===== config.mk =====
export PLATFORM = sky130hd
export DESIGN_NAME = alu_issue_flat
export DESIGN_NICKNAME = d
export VERILOG_FILES = /design/src/rtl/alu_issue_if.sv /design/src/rtl/alu_issue.sv /design/src/flat_wrapper.sv
export SDC_FILE = /design/constraint.sdc
export NUM_CORES = 1
export LEC_CHECK = 0
export ABC_CLOCK_PERIOD_IN_PS = 2700
export CAP_MARGIN = 20
export CORE_MARGIN = 8
export CORE_UTILIZATION = 55
export CTS_CLUSTER_DIAMETER = 50
export DETAILED_ROUTE_END_ITERATION = 8
export GPL_TIMING_DRIVEN = 0
export PLACE_DENSITY = 0.77
export SYNTH_ARGS = -nofsm -noshare
export SYNTH_HDL_FRONTEND = slang
export SYNTH_SLANG_ARGS = --single-unit

===== constraint.sdc =====
create_clock -name CLK -period 2.7 [get_ports CLK]
set_clock_uncertainty 0.15 [all_clocks]
set_input_delay 0.54 -clock CLK [delete_from_list [all_inputs] [get_ports CLK]]
set_output_delay 0.54 -clock CLK [all_outputs]
set_load 0.02 [all_outputs]

===== src/rtl/alu_issue_if.sv =====
// Command handshake into the ALU issue stage and the registered control bundle it drives.
// The master side produces commands; the slave side (the issue stage) answers and drives the ALU.
interface alu_issue_if;
    logic       cmd_valid;
    logic       cmd_ready;
    logic [1:0] cmd_op;
    logic [7:0] cmd_a;
    logic [7:0] cmd_b;
    logic [7:0] operand_a;
    logic [7:0] operand_b;
    logic [1:0] alu_operation;
    logic       ENABLE;
    logic       busy;
    logic       div_zero_err;
    logic [7:0] issued_count;

    modport master (
        output cmd_valid, cmd_op, cmd_a, cmd_b,
        input  cmd_ready, operand_a, operand_b, alu_operation,
        input  ENABLE, busy, div_zero_err, issued_count
    );

    modport slave (
        input  cmd_valid, cmd_op, cmd_a, cmd_b,
        output cmd_ready, operand_a, operand_b, alu_operation,
        output ENABLE, busy, div_zero_err, issued_count
    );
endinterface


===== src/rtl/alu_issue.sv =====
// ALU issue stage: queues commands in a small FIFO and issues them one at a time,
// holding off for a per-operation latency after each ENABLE strobe.
module alu_issue #(
    parameter int DEPTH      = 4,
    parameter int ADDSUB_LAT = 1,
    parameter int MULDIV_LAT = 3
) (
    input  logic       CLK,
    input  logic       RESET,
    alu_issue_if.slave bus
);
    localparam int AW      = $clog2(DEPTH);
    localparam int MAX_LAT = (ADDSUB_LAT > MULDIV_LAT) ? ADDSUB_LAT : MULDIV_LAT;
    localparam int CW      = $clog2(MAX_LAT + 1);

    typedef enum logic [1:0] {OP_ADD = 2'b00, OP_SUB = 2'b01, OP_MULT = 2'b10, OP_DIV = 2'b11} op_e;
    typedef enum logic [1:0] {IDLE, ISSUE, WAIT} state_e;

    typedef struct packed {
        logic [1:0] op;
        logic [7:0] a;
        logic [7:0] b;
    } cmd_t;

    cmd_t          mem [DEPTH];
    logic [AW-1:0] wr_ptr;
    logic [AW-1:0] rd_ptr;
    logic [AW:0]   count;
    logic          full;
    logic          empty;
    logic          accept;
    logic          div_reject;
    logic          push;
    logic          pop;
    logic          load_wait;
    logic [CW-1:0] wait_ctr;
    state_e        state;
    state_e        next_state;
    cmd_t          head;

    // Readiness looks only at registered occupancy, so a pop while full never opens the door early.
    assign full          = (count == (AW+1)'(DEPTH));
    assign empty         = (count == '0);
    assign bus.cmd_ready = !full && !RESET;
    assign accept        = bus.cmd_valid && bus.cmd_ready;
    assign div_reject    = accept && (bus.cmd_op == OP_DIV) && (bus.cmd_b == 8'h00);
    assign push          = accept && !div_reject;
    assign head          = mem[rd_ptr];
    assign bus.busy      = !empty || (state != IDLE);

    // NOTE: the storage array has no reset; pointers and occupancy alone decide which entries are live.
    always_ff @(posedge CLK) begin
        if (push) mem[wr_ptr] <= {bus.cmd_op, bus.cmd_a, bus.cmd_b};
    end

    // NOTE: every sequential process uses non-blocking assignments so all flops sample pre-edge values.
    always_ff @(posedge CLK) begin
        if (RESET) begin
            wr_ptr <= '0;
            rd_ptr <= '0;
            count  <= '0;
        end else begin
            if (push) wr_ptr <= wr_ptr + 1'b1;
            if (pop)  rd_ptr <= rd_ptr + 1'b1;
            count <= count + (AW+1)'(push) - (AW+1)'(pop);
        end
    end

    always_ff @(posedge CLK) begin
        if (RESET) state <= IDLE;
        else       state <= next_state;
    end

    always_comb begin
        // NOTE: assigning a default before the case keeps combinational blocks free of latches.
        next_state = state;
        unique case (state)
            IDLE:    if (!empty) next_state = ISSUE;
            ISSUE:   next_state = WAIT;
            WAIT:    if (wait_ctr == CW'(1)) next_state = empty ? IDLE : ISSUE;
            default: next_state = IDLE;
        endcase
    end

    always_comb begin
        pop       = 1'b0;
        load_wait = 1'b0;
        unique case (state)
            IDLE:    pop = !empty;
            ISSUE:   load_wait = 1'b1;
            WAIT:    pop = (wait_ctr == CW'(1)) && !empty;
            default: ;
        endcase
    end

    // The hold-off length follows the opcode just issued, which alu_operation still carries.
    always_ff @(posedge CLK) begin
        if (RESET) begin
            wait_ctr <= '0;
        end else if (load_wait) begin
            wait_ctr <= bus.alu_operation[1] ? CW'(MULDIV_LAT) : CW'(ADDSUB_LAT);
        end else if (state == WAIT) begin
            wait_ctr <= wait_ctr - 1'b1;
        end
    end

    always_ff @(posedge CLK) begin
        if (RESET) begin
            bus.operand_a     <= '0;
            bus.operand_b     <= '0;
            bus.alu_operation <= '0;
            bus.ENABLE        <= 1'b0;
            bus.div_zero_err  <= 1'b0;
            bus.issued_count  <= '0;
        end else begin
            bus.ENABLE       <= pop;
            bus.div_zero_err <= div_reject;
            if (pop) begin
                bus.operand_a     <= head.a;
                bus.operand_b     <= head.b;
                bus.alu_operation <= head.op;
            end
            if (load_wait) bus.issued_count <= bus.issued_count + 8'd1;
        end
    end
endmodule


===== src/flat_wrapper.sv =====
// flat-port wrapper written by rule: the top's interface ports become plain ports
module alu_issue_flat 
#(
    parameter int DEPTH      = 4,
    parameter int ADDSUB_LAT = 1,
    parameter int MULDIV_LAT = 3
)
  (CLK, RESET, bus_cmd_valid, bus_cmd_op, bus_cmd_a, bus_cmd_b, bus_cmd_ready, bus_operand_a, bus_operand_b, bus_alu_operation, bus_ENABLE, bus_busy, bus_div_zero_err, bus_issued_count);
  alu_issue_if bus_i ();
  input  logic CLK;
  input  logic RESET;
  input wire logic [$bits(bus_i.cmd_valid)-1:0] bus_cmd_valid;
  input wire logic [$bits(bus_i.cmd_op)-1:0] bus_cmd_op;
  input wire logic [$bits(bus_i.cmd_a)-1:0] bus_cmd_a;
  input wire logic [$bits(bus_i.cmd_b)-1:0] bus_cmd_b;
  output wire logic [$bits(bus_i.cmd_ready)-1:0] bus_cmd_ready;
  output wire logic [$bits(bus_i.operand_a)-1:0] bus_operand_a;
  output wire logic [$bits(bus_i.operand_b)-1:0] bus_operand_b;
  output wire logic [$bits(bus_i.alu_operation)-1:0] bus_alu_operation;
  output wire logic [$bits(bus_i.ENABLE)-1:0] bus_ENABLE;
  output wire logic [$bits(bus_i.busy)-1:0] bus_busy;
  output wire logic [$bits(bus_i.div_zero_err)-1:0] bus_div_zero_err;
  output wire logic [$bits(bus_i.issued_count)-1:0] bus_issued_count;
  assign bus_i.cmd_valid = bus_cmd_valid;
  assign bus_i.cmd_op = bus_cmd_op;
  assign bus_i.cmd_a = bus_cmd_a;
  assign bus_i.cmd_b = bus_cmd_b;
  assign bus_cmd_ready = bus_i.cmd_ready;
  assign bus_operand_a = bus_i.operand_a;
  assign bus_operand_b = bus_i.operand_b;
  assign bus_alu_operation = bus_i.alu_operation;
  assign bus_ENABLE = bus_i.ENABLE;
  assign bus_busy = bus_i.busy;
  assign bus_div_zero_err = bus_i.div_zero_err;
  assign bus_issued_count = bus_i.issued_count;
  alu_issue #(.DEPTH(DEPTH), .ADDSUB_LAT(ADDSUB_LAT), .MULDIV_LAT(MULDIV_LAT)) u_core (.CLK(CLK), .RESET(RESET), .bus(bus_i));
endmodule

# After elaboration in Yosys (flattened, before gate mapping)
# Memories as Yosys holds them, arrays and structs flattened. A register that Yosys moved wholly into a read port is not among the register bits.
# Cells that the tools add are included.
# word_totals
regBits	21
ramBits	72
mem_count	1
word_cells	50
output_inout_bits	30
inputBits	21
# mem_list
memory	words	word_bits	read_ports	rd_clocked_by_memory_dff	write_ports	line	source
u_core.mem	4	18	1	1	1	alu_issue.sv:25	cmd_t mem [DEPTH];
# classes
n_mux	11
add_sub_neg	6
reduce_logical	17
eq_ne	7
# op_table
cell	count
two-way mux 2 bit	5
adder 8 x 1 -> 8 bit, second input constant	1
zero test 8 bit	1
logical AND 1 bit	6
case mux 2 bit (3 select lines)	1
adder 2 x 1 -> 2 bit, second input constant	2
== test 2 x 1 -> 1 bit, second input constant	2
== test 2 bit, second input constant	2
zero test 1 bit	4
two-way mux 1 bit	4
nonzero test 2 bit	2
adder 3 x 1 -> 3 bit	1
== test 3 bit, second input constant	1
zero test 3 bit	1
subtractor 3 x 1 -> 3 bit	1
zero test 2 bit	1
inequality test 2 x 1 -> 1 bit, second input constant	1
inequality test 2 bit, second input constant	1
case mux 1 bit (2 select lines)	1
AND reduction 2 bit	1
subtractor 2 x 1 -> 2 bit, second input constant	1
logical OR 1 bit	1

# Logic depth before layout (Yosys ltp)
# depth
depth_word	10
depth_mapped	12
mapped_depth_nobuf	11

# Least setup slack after synthesis
# OpenSTA, ideal clock, no wires.
# synth_timing
path_kind	reg-to-reg
startpoint	register u_core.state[0]
endpoint	register u_core.count[2]
slack_ns	0.267
t_required_ns	2.421
setup_time_ns	0.129
arrival_ns	2.154
stages_incl_launch_ff	13
cell_sequence	dfxtp_1 > inv_1 > ha_1 > a21oi_1 > or2_4 > clkinv_2 > buf_6 > ha_1 > inv_1 > ha_1 > fa_1 > xnor2_1 > nor2_1
# synth_via
elab_chain_len	3
# synth_rtl
element	line	source
from (decl)	alu_issue.sv:37	state_e state;
from (signal assigned)	alu_issue.sv:71	else state <= next_state;
== test 2 bit / zero test 2 bit (equally long branches)	alu_issue.sv:88	unique case (state)
case mux 1 bit (2 select lines) (*)	alu_issue.sv:88	
net u_core.pop	alu_issue.sv:34	logic pop;
subtractor 3 x 1 -> 3 bit (*)	alu_issue.sv:65	count <= count + (AW+1)'(push) - (AW+1)'(pop);
to (signal assigned)	alu_issue.sv:65	
to (decl)	alu_issue.sv:28	logic [AW:0] count;
# Mark *: on every way through the listed nets, which the timed path passes. The rest lies on a longest branch.
# A chain may end at the register's enable or synchronous reset.

# Worst setup path in the final report
# layout_timing
startpoint	input RESET
endpoint	output bus_cmd_ready
# layout_via
elab_chain_len	2
# layout_rtl
element	line	source
from (decl)	flat_wrapper.sv:11	input logic RESET;
zero test 1 bit	alu_issue.sv:44	assign bus.cmd_ready = !full && !RESET;
logical AND 1 bit	alu_issue.sv:44	
to (decl)	flat_wrapper.sv:16	output wire logic [$bits(bus_i.cmd_ready)-1:0] bus_cmd_ready;
# No other way between the ends.

==> out/results.ini <==
[logic_synthesis]
syn_inst=296
synth_top_family_by_area=multiplexers
synthArstFlopShare_pct=0
synth_top_area_share_pct=49.6
muxShareOfSynthArea_pct=10.2
synthSimpleGateAreaFrac_pct=9.08
yosysUniqueCellTypes=37
synthTopCellsByArea=edfxtp_1 (50%), dfxtp_1 (18%), mux4_2 (9.3%)
seq_area_frac_synth_pct=67.5
syn_nets=330
synth_edf_count=72
synth_common_cells=edfxtp_1 (72), nand2_1 (42), dfxtp_1 (39)
synth-xor-area-share_pct=1.81
synth_largest_area_cell=edfxtp_1
synth_area_um2=4360
synth_fa_ha_area_share_pct=3.91
synth-seq-cells=111
ys_warn_count=0
synth_most_common_cell=edfxtp_1
ys.flop_type=edfxtp_1
synth_compound_area_share_pct=4.19
syn_avg_cell_area_um2=14.7

[final_layout]
area_growth_pct=20.2
nets=392
fin_area_um2=5240
stdcell_count=465
drive_above_1_share_pct=16.3
diodes=0

[routing]
drc=0
drt-initial-drc-count=113
vias_per_cell=5.43
dr.pass1.iters=4
via_count=2526
ant_nets=0
wl_per_cell_um=17.5
wl_um=8150

[timing]
worstMarginPinSlew_ns=0.998
period_needed_ns=2.57
holdWs_ns=0.312
timing.slew.headroom_pct=33.5
period_share_pct=95.0
hold_viol=0
slew_viol_final=0
final-setup-viol-count=0
max_freq_mhz=390

[die]
io_pins=51
fp.dieW_um=105
dieArea_um2=11000
core-area_um2=7690
fp-row-count=32
die_h_um=105
start_util_pct=56.7

[place]
place_hpwl_um=5600
post_dp_cell_area_um2=4980
io_buffers=50
place_inst=448
gp_congestion=0.784

[worst_setup_path]
cp_slowest_stage_delay_ns=0.64
cp_max_fo=4
cpMaxStageDelayCell=clkdlybuf4s50_1
path_cells=clkdlybuf4s50_1 -> a21oi_1 -> clkdlybuf4s50_1
crit_path_start_kind=primary input
rr_startpoint=u_core.state[0]
worstSetupStartpoint=RESET
crit_arrival_ns=1.88
critPathRequiredTime_ns=2.01
worst-path-buf-inv=2
critPathKind=primary input to output port
crit_top_cell=clkdlybuf4s50_1
endpoint_kind=output port
cp_top_family=buffers and inverters

[power_and_ir_drop]
p_clk_share_pct=19.1
p_leak_uw=0.00181
p_int_uw=3280
ir_worst_vdd_v=0.000484
swShare_pct=33.2
combPwrFrac_pct=36.0
p_per_area_nw_per_um2=937
p_switching_uw=1630
p_seq_share_pct=44.9
power_uw=4910

[run]
drv_cap=0

[min_path]
hp-class=register to register
min_from=u_core.bus.operand_b[5]

[cts]
h-tree-depth=3
insertion_delay_ns=0.35
ctsLongestPathBuffers=2
hold_buffers=0
clk_pin_slew_ns=0.10
cts_sinks=111
cts_buffers=9
cts_tree=yes
root_buffer=clkbuf_8

[global_routing]
grt_use_total_pct=15.3
grt_overflow=0
grt_max_degree=20
met2_usage_pct=25.8
grt.met1_usage_pct=18.4
antenna_found_initial=0
grt_pass1_wl_um=13400
grt_use_met3_pct=4.79
top_usage_layer=met2
grt_pass1_vias=2636

[status]
status=finished clean

[cell usage in the layout (no fill, tap or decap), types with 10 or more instances in the layout]
master,synthesis,final
a21oi_1,24,23
clkbuf_8,0,10
clkdlybuf4s50_1,0,48
dfxtp_1,39,37
edfxtp_1,72,72
ha_1,12,11
inv_1,11,11
mux4_2,18,18
nand2_1,42,42
nor2_1,17,17
[state kept, by name, summed over array words and instances (netlist names)]
signal / cells
u_core.wr_ptr: 2
u_core.count: 3
u_core.bus.alu_operation: 2
u_core.bus.issued_count: 8
u_core.mem: 72
u_core.state: 2
u_core.bus.operand_a: 8
u_core.bus.operand_b: 8
u_core.bus.ENABLE: 1
u_core.bus.div_zero_err: 1
u_core.wait_ctr: 2
u_core.rd_ptr: 2
[cell type report]
cell class | instances | area (um^2)
fillers | 554 | 2450
plain buffers | 13 | 95.1
inverters | 12 | 46.3
clock inverters | 6 | 52.6
multi-input cells | 160 | 1320
well taps | 102 | 128
repair buffers | 51 | 513
clock buffers | 10 | 138
flip-flops and latches | 111 | 2950
[per-stage QoR]
stage	setup TNS (ns)	setup WS [ns]	utilization [%]
after floorplan	0	0.267	-
final	0	0.134	68.1
after global routing	-0.00436	-0.00436	68.1
after detailed placement	-35.69	-0.647	64.8
after CTS	0	0.0422	67.7
after global placement	-35.71	-0.639	64.8
[power groups by stage]
stage | logic, uW | registers (uW) | clock network (uW)
floorplan | 1030 | 2370 | 0
global placement | 1720 | 2230 | 0
detailed placement | 1750 | 2240 | 0
CTS | 1760 | 2210 | 959
global route | 1950 | 2240 | 1030
finish | 1770 | 2200 | 936
[worst reg2reg max path, stage by stage (launching register included)]
cell      delay (ns)
dfxtp_2         0.37
inv_1           0.07
ha_1            0.23
a21oi_2         0.17
or2_4           0.15
clkinv_2        0.06
buf_6           0.14
ha_1            0.27
inv_1           0.04
ha_1            0.18
fa_1            0.39
xnor2_1         0.14
nor2_1          0.05
[worst paths after layout]
kind,to,slack [ns],depth (start not counted)
setup reg to reg,u_core.count[2],0.18,12
hold / removal,u_core.bus.operand_b[5],0.31,2
hold reg to reg,u_core.bus.operand_b[5],0.31,2
setup / recovery,bus_cmd_ready,0.13,3
[cells by family (layout without fill, tap and decap cells)]
group	after synthesis	in the layout
xor gates and xnor gates	9	9
buffers and inverters	25	92
AOI/OAI and AO/OA	31	31
DFF	111	111
adders and majority gates	13	13
muxes	22	22
and+or+nand+nor	85	85
[metal layers]
layer  vias up  share of wire, %
met2        75                51
met4         0               1.5
li1       1193                 -
met5         -                 0
met3        11               5.4
met1      1247                42
[repair_timing]
action                     in CTS  in global routing
buffers inserted                0                  1
pin swaps                       0                  3
setup endpoints to repair      74                  2
gates resized for setup         4                  8
Power figures use the tool's default switching activity.
